--- src/rtl/nibble_deser_pkg.sv ---
// Shared defaults and 4-state helpers
// for the nibble deserializer.
package nibble_deser_pkg;

  localparam int DEF_WIDTH = 4;
  localparam int DEF_CNT_W = 8;

  // Neither 0 nor 1 under case equality.
  function automatic logic is_xz(input logic b);
    return (b !== 1'b0) && (b !== 1'b1);
  endfunction

endpackage

--- src/rtl/sat_counter.sv ---
// Saturating up-counter.
// Holds at all-ones instead of wrapping.
module sat_counter #(
  parameter int W = 8
) (
  input  logic         clk,
  input  logic         rst_n,
  input  logic         inc,
  output logic [W-1:0] count
);

  logic [W-1:0] count_q;
  logic [W-1:0] count_d;

  // Next count: step unless already full.
  always_comb begin
    count_d = count_q;
    if (inc && (count_q != {W{1'b1}})) begin
      count_d = count_q + W'(1);
    end
  end

  // Count register.
  always_ff @(posedge clk or negedge rst_n) begin
    if (!rst_n) begin
      count_q <= '0;
    end else begin
      count_q <= count_d;
    end
  end

  assign count = count_q;

endmodule

--- src/rtl/nibble_deserializer.sv ---
// Serial-to-parallel reader: packs bits
// into WIDTH-bit words, flags X/Z words.
module nibble_deserializer
  import nibble_deser_pkg::*;
#(
  parameter int WIDTH     = DEF_WIDTH,
  parameter int LSB_FIRST = 1,
  parameter int CNT_W     = DEF_CNT_W
) (
  input  logic             clk,
  input  logic             rst_n,
  input  logic             bit_in,
  input  logic             bit_valid,
  output logic             bit_ready,
  output logic [WIDTH-1:0] data_out,
  output logic             data_valid,
  input  logic             out_ready,
  output logic             data_xz,
  output logic [CNT_W-1:0] xz_words
);

  localparam int CW = (WIDTH > 2) ? $clog2(WIDTH) : 1;
  localparam logic [CW-1:0] LAST = CW'(WIDTH - 1);

  logic [WIDTH-1:0] sr_q, sr_d;
  logic [CW-1:0]    cnt_q, cnt_d;
  logic             acc_q, acc_d;
  logic [WIDTH-1:0] data_q, data_d;
  logic             valid_q, valid_d;
  logic             dxz_q, dxz_d;

  logic             accept;
  logic             xfer;
  logic             bit_xz;
  logic [WIDTH-1:0] shifted;

  assign bit_ready = !(valid_q && !out_ready);
  assign accept    = (bit_valid === 1'b1) && bit_ready;
  assign xfer      = valid_q && out_ready;
  assign bit_xz    = is_xz(bit_in);
  assign shifted   = (LSB_FIRST != 0)
                   ? {bit_in, sr_q[WIDTH-1:1]}
                   : {sr_q[WIDTH-2:0], bit_in};

  // Shift in accepted bits; load the word
  // on the last one, drop it on transfer.
  always_comb begin
    sr_d    = sr_q;
    cnt_d   = cnt_q;
    acc_d   = acc_q;
    data_d  = data_q;
    valid_d = valid_q;
    dxz_d   = dxz_q;
    if (xfer) begin
      valid_d = 1'b0;
    end
    if (accept) begin
      if (cnt_q == LAST) begin
        data_d  = shifted;
        valid_d = 1'b1;
        dxz_d   = acc_q | bit_xz;
        sr_d    = '0;
        cnt_d   = '0;
        acc_d   = 1'b0;
      end else begin
        sr_d  = shifted;
        cnt_d = cnt_q + CW'(1);
        acc_d = acc_q | bit_xz;
      end
    end
  end

  // Word assembly and output registers.
  always_ff @(posedge clk or negedge rst_n) begin
    if (!rst_n) begin
      sr_q    <= '0;
      cnt_q   <= '0;
      acc_q   <= 1'b0;
      data_q  <= '0;
      valid_q <= 1'b0;
      dxz_q   <= 1'b0;
    end else begin
      sr_q    <= sr_d;
      cnt_q   <= cnt_d;
      acc_q   <= acc_d;
      data_q  <= data_d;
      valid_q <= valid_d;
      dxz_q   <= dxz_d;
    end
  end

  sat_counter #(
    .W(CNT_W)
  ) u_xz_cnt (
    .clk  (clk),
    .rst_n(rst_n),
    .inc  (xfer && dxz_q),
    .count(xz_words)
  );

  assign data_out   = data_q;
  assign data_valid = valid_q;
  assign data_xz    = dxz_q;

endmodule

--- config.mk ---
export PLATFORM = sky130hd
export DESIGN_NAME = nibble_deserializer
export DESIGN_NICKNAME = d
export VERILOG_FILES = /design/src/rtl/nibble_deser_pkg.sv /design/src/rtl/sat_counter.sv /design/src/rtl/nibble_deserializer.sv
export SDC_FILE = /design/constraint.sdc
export NUM_CORES = 1
export LEC_CHECK = 0
export BUFFER_PORTS_ARGS = -buffer_cell sky130_fd_sc_hd__buf_2
export CELL_PAD_IN_SITES_DETAIL_PLACEMENT = 1
export CELL_PAD_IN_SITES_GLOBAL_PLACEMENT = 1
export CORE_ASPECT_RATIO = 1.1
export CORE_MARGIN = 3
export CORE_UTILIZATION = 34
export CTS_CLUSTER_SIZE = 24
export DETAILED_ROUTE_END_ITERATION = 8
export PLACE_DENSITY = 0.73
export SYNTH_ARGS = -nofsm -noshare
export SYNTH_HDL_FRONTEND = slang
export SYNTH_SLANG_ARGS = --single-unit
export TNS_END_PERCENT = 50
--- constraint.sdc ---
create_clock -name clk -period 1.3 [get_ports clk]
set_input_delay 0.39 -clock clk [delete_from_list [all_inputs] [get_ports clk]]
set_output_delay 0.39 -clock clk [all_outputs]
set_load 0.05 [all_outputs]
After elaboration in Yosys (flattened, before gate mapping):

Index checks and enable logic that the tools add are counted.

* flip-flop bits (word level): 21
* memories: 0
* output and inout port bits: 15
* latch bits: 0
* input port bits: 5
* bits in read-only memories: 0
* word-level logic and storage cells: 30
* bits in writable memories: 0

* $add $sub $neg: 2
* reduce and logical (&&, ||, !) cells: 9
* $lt $le $gt $ge: 0
* divide/modulo/power cells: 0
* $mul: 0
* muxes and demuxes: 6
* equal/unequal tests: 5
* shift-type cells: 0
* bitwise logic cells: 1

Operator list (number)
* $add A8 B1 Y8 const B: 1
* $ne A8 B8 Y1 const B: 1
* $logic_and A1 B1 Y1: 6
* $mux W1: 4
* $mux W4: 1
* $add A2 B1 Y2 const B: 1
* $eq A2 B2 Y1 const B: 1
* $logic_not A1 Y1: 2
* $mux W2: 1
* $nex A1 B1 Y1 const B: 2
* $reduce_and A2 Y1: 1
* $eqx A1 B1 Y1 const B: 1
* $or A1 B1 Y1: 1

Longest topological paths before layout:

* depth after elaboration: 5
* gate-level depth with buffers: 4
* depth with buffers taken out: 4

Modules after synthesis:

Synthesis repeated with hierarchy kept, for this count alone.

* cells, all modules: 65
* area, all modules: 848.3 um^2

By module, submodules not included
* nibble_deserializer: cells each 31, area each 440.4 um^2, seq. area each 250.2 um^2, times used 1
* sat_counter: cells each 34, area each 407.9 um^2, seq. area each 200.2 um^2, times used 1

Least setup slack after synthesis:

No wires, ideal clock.

* path type: register to register
* start: register valid_q (netlist: data_valid)
* end: register cnt_q[0]
* setup time: 0.125 ns
* setup slack: -0.242 ns
* clock period less this slack: 1.542 ns
* arrival: 1.417 ns
* cell stages (with the launch flop): 4
* buffers on the path: 0
* cell sequence: dfrtp_1 -> nand2b_4 -> nand2_1 -> mux2_2

* cells in the longest elaborated chain, start to end: 3

Ends and longest elaborated chain
* from (decl): line nibble_deserializer.sv:29 `logic valid_q, valid_d;`
* from (signal assigned): line nibble_deserializer.sv:87 `valid_q <= valid_d;`
* $logic_and A1 B1 Y1: line nibble_deserializer.sv:37 `assign bit_ready = !(valid_q && !out_ready);`
* $logic_not A1 Y1: line nibble_deserializer.sv:37
* via bit_ready: line nibble_deserializer.sv:14 `output logic bit_ready,`
* $logic_and A1 B1 Y1: line nibble_deserializer.sv:38 `assign accept = (bit_valid === 1'b1) && bit_ready;`
* to (signal assigned): line nibble_deserializer.sv:84 `cnt_q <= cnt_d;`
* to (decl): line nibble_deserializer.sv:26 `logic [CW-1:0] cnt_q, cnt_d;`

The timed path passes the listed nets, and every way through them passes these cells.
A chain may end at the register's enable or synchronous reset.

Worst setup path after layout:

* start: register valid_q (netlist: data_valid)
* end: output bit_ready

* cells in the longest elaborated chain, start to end: 2

Ends and longest elaborated chain (line)
* $logic_and A1 B1 Y1: nibble_deserializer.sv:37
* $logic_not A1 Y1: nibble_deserializer.sv:37
* to (decl): nibble_deserializer.sv:14

No other way between the ends.

==> key figures <==
Outcome
  – Status: complete, but fails checks
  – Failing checks: setup timing

Clock tree
  – Worst-Skew Late Latency: 0.28 ns
  – Clock buffer depth: 2
  – CTS HTree Levels: 1
  – Clock buffer count from CTS: 3
  – Clock sink count: 18
  – Root Driver: clkbuf_4
  – Hold buffers post-CTS: 0
  – TritonCTS clock tree: done
  – CTS clk-pin slew, worst paths: around 0.10 ns

Yosys
  – Syn avg cell area: 14.27 um^2
  – Synth Register Bits: 18
  – Sequential element share of the synthesized area: 67.16%
  – Synth Net Count: between 50 and 60
  – Cell Area, Synth: between 600 and 700 um^2
  – Ys Warns: 0
  – Post-synthesis cell type count: 11
  – Mapped Cells: 47
  – Yosys top cell area share: 67.16%
  – Synth area leader: dfrtp_1
  – Synth area leaders: dfrtp_1 67%, mux2_2 15%, clkbuf_1 4.5%

Route
  – Routed wire per std cell: ~12 um
  – 1st-pass router iterations: 1
  – 1st-iter DRT viols: 0
  – Vias per inst: approximately 4.2
  – Via count: between 300 and 400
  – Post-DRT Antenna Nets: 0
  – DRC Markers: 0
  – WL final: around 1100 um

Global route
  – First-pass GRT wire length: 1821 um
  – All-Layer GR Usage: a little under a tenth
  – Initial antenna violation count: 0
  – Total gr overflow: 0
  – Pin count of the biggest net entering global routing: 19
  – Number of global-route vias before repair: around 430

Critical path
  – Worst Path Arrival: 0.94 ns
  – Worst-path cell chain: nand2b_4 > buf_8
  – Crit path max-delay cell type: dfrtp_2
  – Reg2reg setup slack: 0 ns
  – Reg2reg start: data_valid
  – RR Endpoint: data_out[2]
  – Critical Path RT: 0.91 ns
  – CP Launch Type: register
  – Worst Path Max Fanout: 2
  – Crit path kind: reg -> out
  – Crit path largest cell delay: roughly 0.43 ns
  – Worst setup EP type: output port
  – Reg2Reg Depth: 4

Power and ir drop
  – P_leak: approximately 0.00046 uW
  – Pwr/cell area: 2177 nW/um^2
  – Switching pwr: 697.7 uW
  – Total power: 1910 uW
  – Peak VDD IR: 947.7 uV
  – Int Pwr: 1212 uW
  – Clock share of power: 14.4%
  – Logic pwr share: about 44%
  – Sequential Power Share: 41.6%
  – Net Sw Frac: between 30 and 40%

Timing
  – Unrepaired setup endpoints after global routing: true
  – Final hold violation count: 0
  – Post-route minimum period: around 1.3 ns
  – Slew Viols, Final: 0
  – Setup ws final: -0.02657 ns
  – Final setup fails: 2
  – F_max: between 700 and 800 MHz
  – Clock skew: 0.002358 ns
  – Period utilization: 102.0%

Layout
  – Nets: 70
  – Area delta synth->final: 30.78%
  – Area of the multi-input gates: approximately 200 um^2
  – # diodes: 0
  – Sequential cell area: ~450 um^2
  – Layout cells sized above 1: roughly three fifths
  – Filler cell count: between 150 and 200
  – Final instance area: 877.1 um^2

Floorplan
  – FP Rows: 16
  – Die height: between 50 and 60 um
  – DIE AREA: between 2000 and 3000 um^2
  – Io pins: 20
  – Die W: between 40 and 50 um
  – Core Box Area: approximately 1800 um^2
  – Starting Density: ~37%

Place
  – Placer Congestion: roughly 0.65
  – Area after DPL: 765.7 um^2
  – Port Buffer Count: 18
  – Hpwl dp: 762.2 um

Hold path
  – Hold crit path type: in -> async

Run
  – Max-cap violations: 0
==> metrics by stage <==
step	hold WS, ns	utilization (%)	std cells	TNS [ns]	setup slack [ns]
after floorplan	0.09441	-	47	-0.6770	-0.08832
after global placement	0.3389	42.03	84	0	0.005805
after detailed placement	0.3353	42.03	84	-0.02562	-0.01413
after CTS	0.01257	45.95	90	-0.06192	-0.04314
after global routing	0.01697	48.15	90	-0.4074	-0.08494
final	0.01811	48.15	90	-0.02878	-0.02657
==> layout make-up <==
type | instances | area share [%]
clock buffer | 4 | 2.996
multi-input combinational | 20 | 22.68
sequential | 18 | 51.50
tap | 27 | 3.852
timing repair buffer | 21 | 18.97
==> critical path, delay by kind of cell, from the launching register on <==
kind,cells,cell delay (ns)
flip-flops,1,0.43
AND/OR/NAND/NOR,1,0.08
buffers and inverters,1,0.14
==> power by group through the flow <==
| stage | sequential, uW | clock [uW] | combinational [uW] |
|---|---|---|---|
| detailed placement | 802 | 0 | 717 |
| finish | 793 | 275 | 841 |
| CTS | 789 | 294 | 794 |
| floorplan | 1030 | 0 | 310 |
| global route | 817 | 311 | 910 |
| global placement | 794 | 0 | 699 |
==> state kept, by name (all words and copies together), names as in the netlist <==
name / cells
u_xz_cnt.count: 8
sr_q: 3
cnt_q: 2
data_valid: 1
data_out: 4
==> worst max path at each step <==
| stage | start | to | slack [ns] | depth (start not counted) |
|---|---|---|---|---|
| finish | data_valid | bit_ready | -0.03 | 2 |
| global route | data_valid | data_out[2] | -0.08 | 4 |
| CTS | data_valid | bit_ready | -0.04 | 2 |
| detailed placement | out_ready | sr_q[3] | -0.01 | 4 |
| global placement | out_ready | sr_q[3] | 0.006 | 4 |
| floorplan | data_valid | data_out[3] | -0.09 | 3 |
==> synth_stat cells (all sizes together) <==
cell	count
ha	1
nand2b	1
buf	1
nor2	1
conb	1
dfrtp	18
clkbuf	8
nand2	3
nor2b	1
and2b	3
mux2	9
==> timing repair <==
item / 4_1_cts / 5_1_grt
gates resized for setup: 11 / 17
pin swaps: 0 / 1
endpoints found under the setup margin: 13 / 19
setup buffers: 2 / 0
==> layer usage <==
| metal | up-vias | global-route usage, % | share of wire, % |
|---|---|---|---|
| met5 | - | 0 | 0 |
| met4 | 0 | 4.265 | 0 |
| met3 | 0 | 2.849 | 6.3 |
| met2 | 16 | 16.74 | 51 |
| met1 | 187 | 10.65 | 42 |
| li1 | 175 | - | - |
==> cell usage in the layout (no fill, tap or decap), drive strengths merged <==
cell type,instances
buf,20
clkbuf,5
nand2,3
nor2b,1
mux2,9
ha,1
nand2b,1
and2b,3
dfrtp,18
nor2,1
conb,1
==> cell families (layout without fill, tap and decap cells) <==
group         count (synthesis)  in the layout  synth area share [%]
mux                           9              9                 15.11
flops                        18             18                 67.16
fa+ha+maj                     1              1                 1.865
other cells                   1              1                0.5592
simple gates                  9              9                 9.700
buf+inv                       9             25                 5.598
Power figures use the tool's default switching activity.
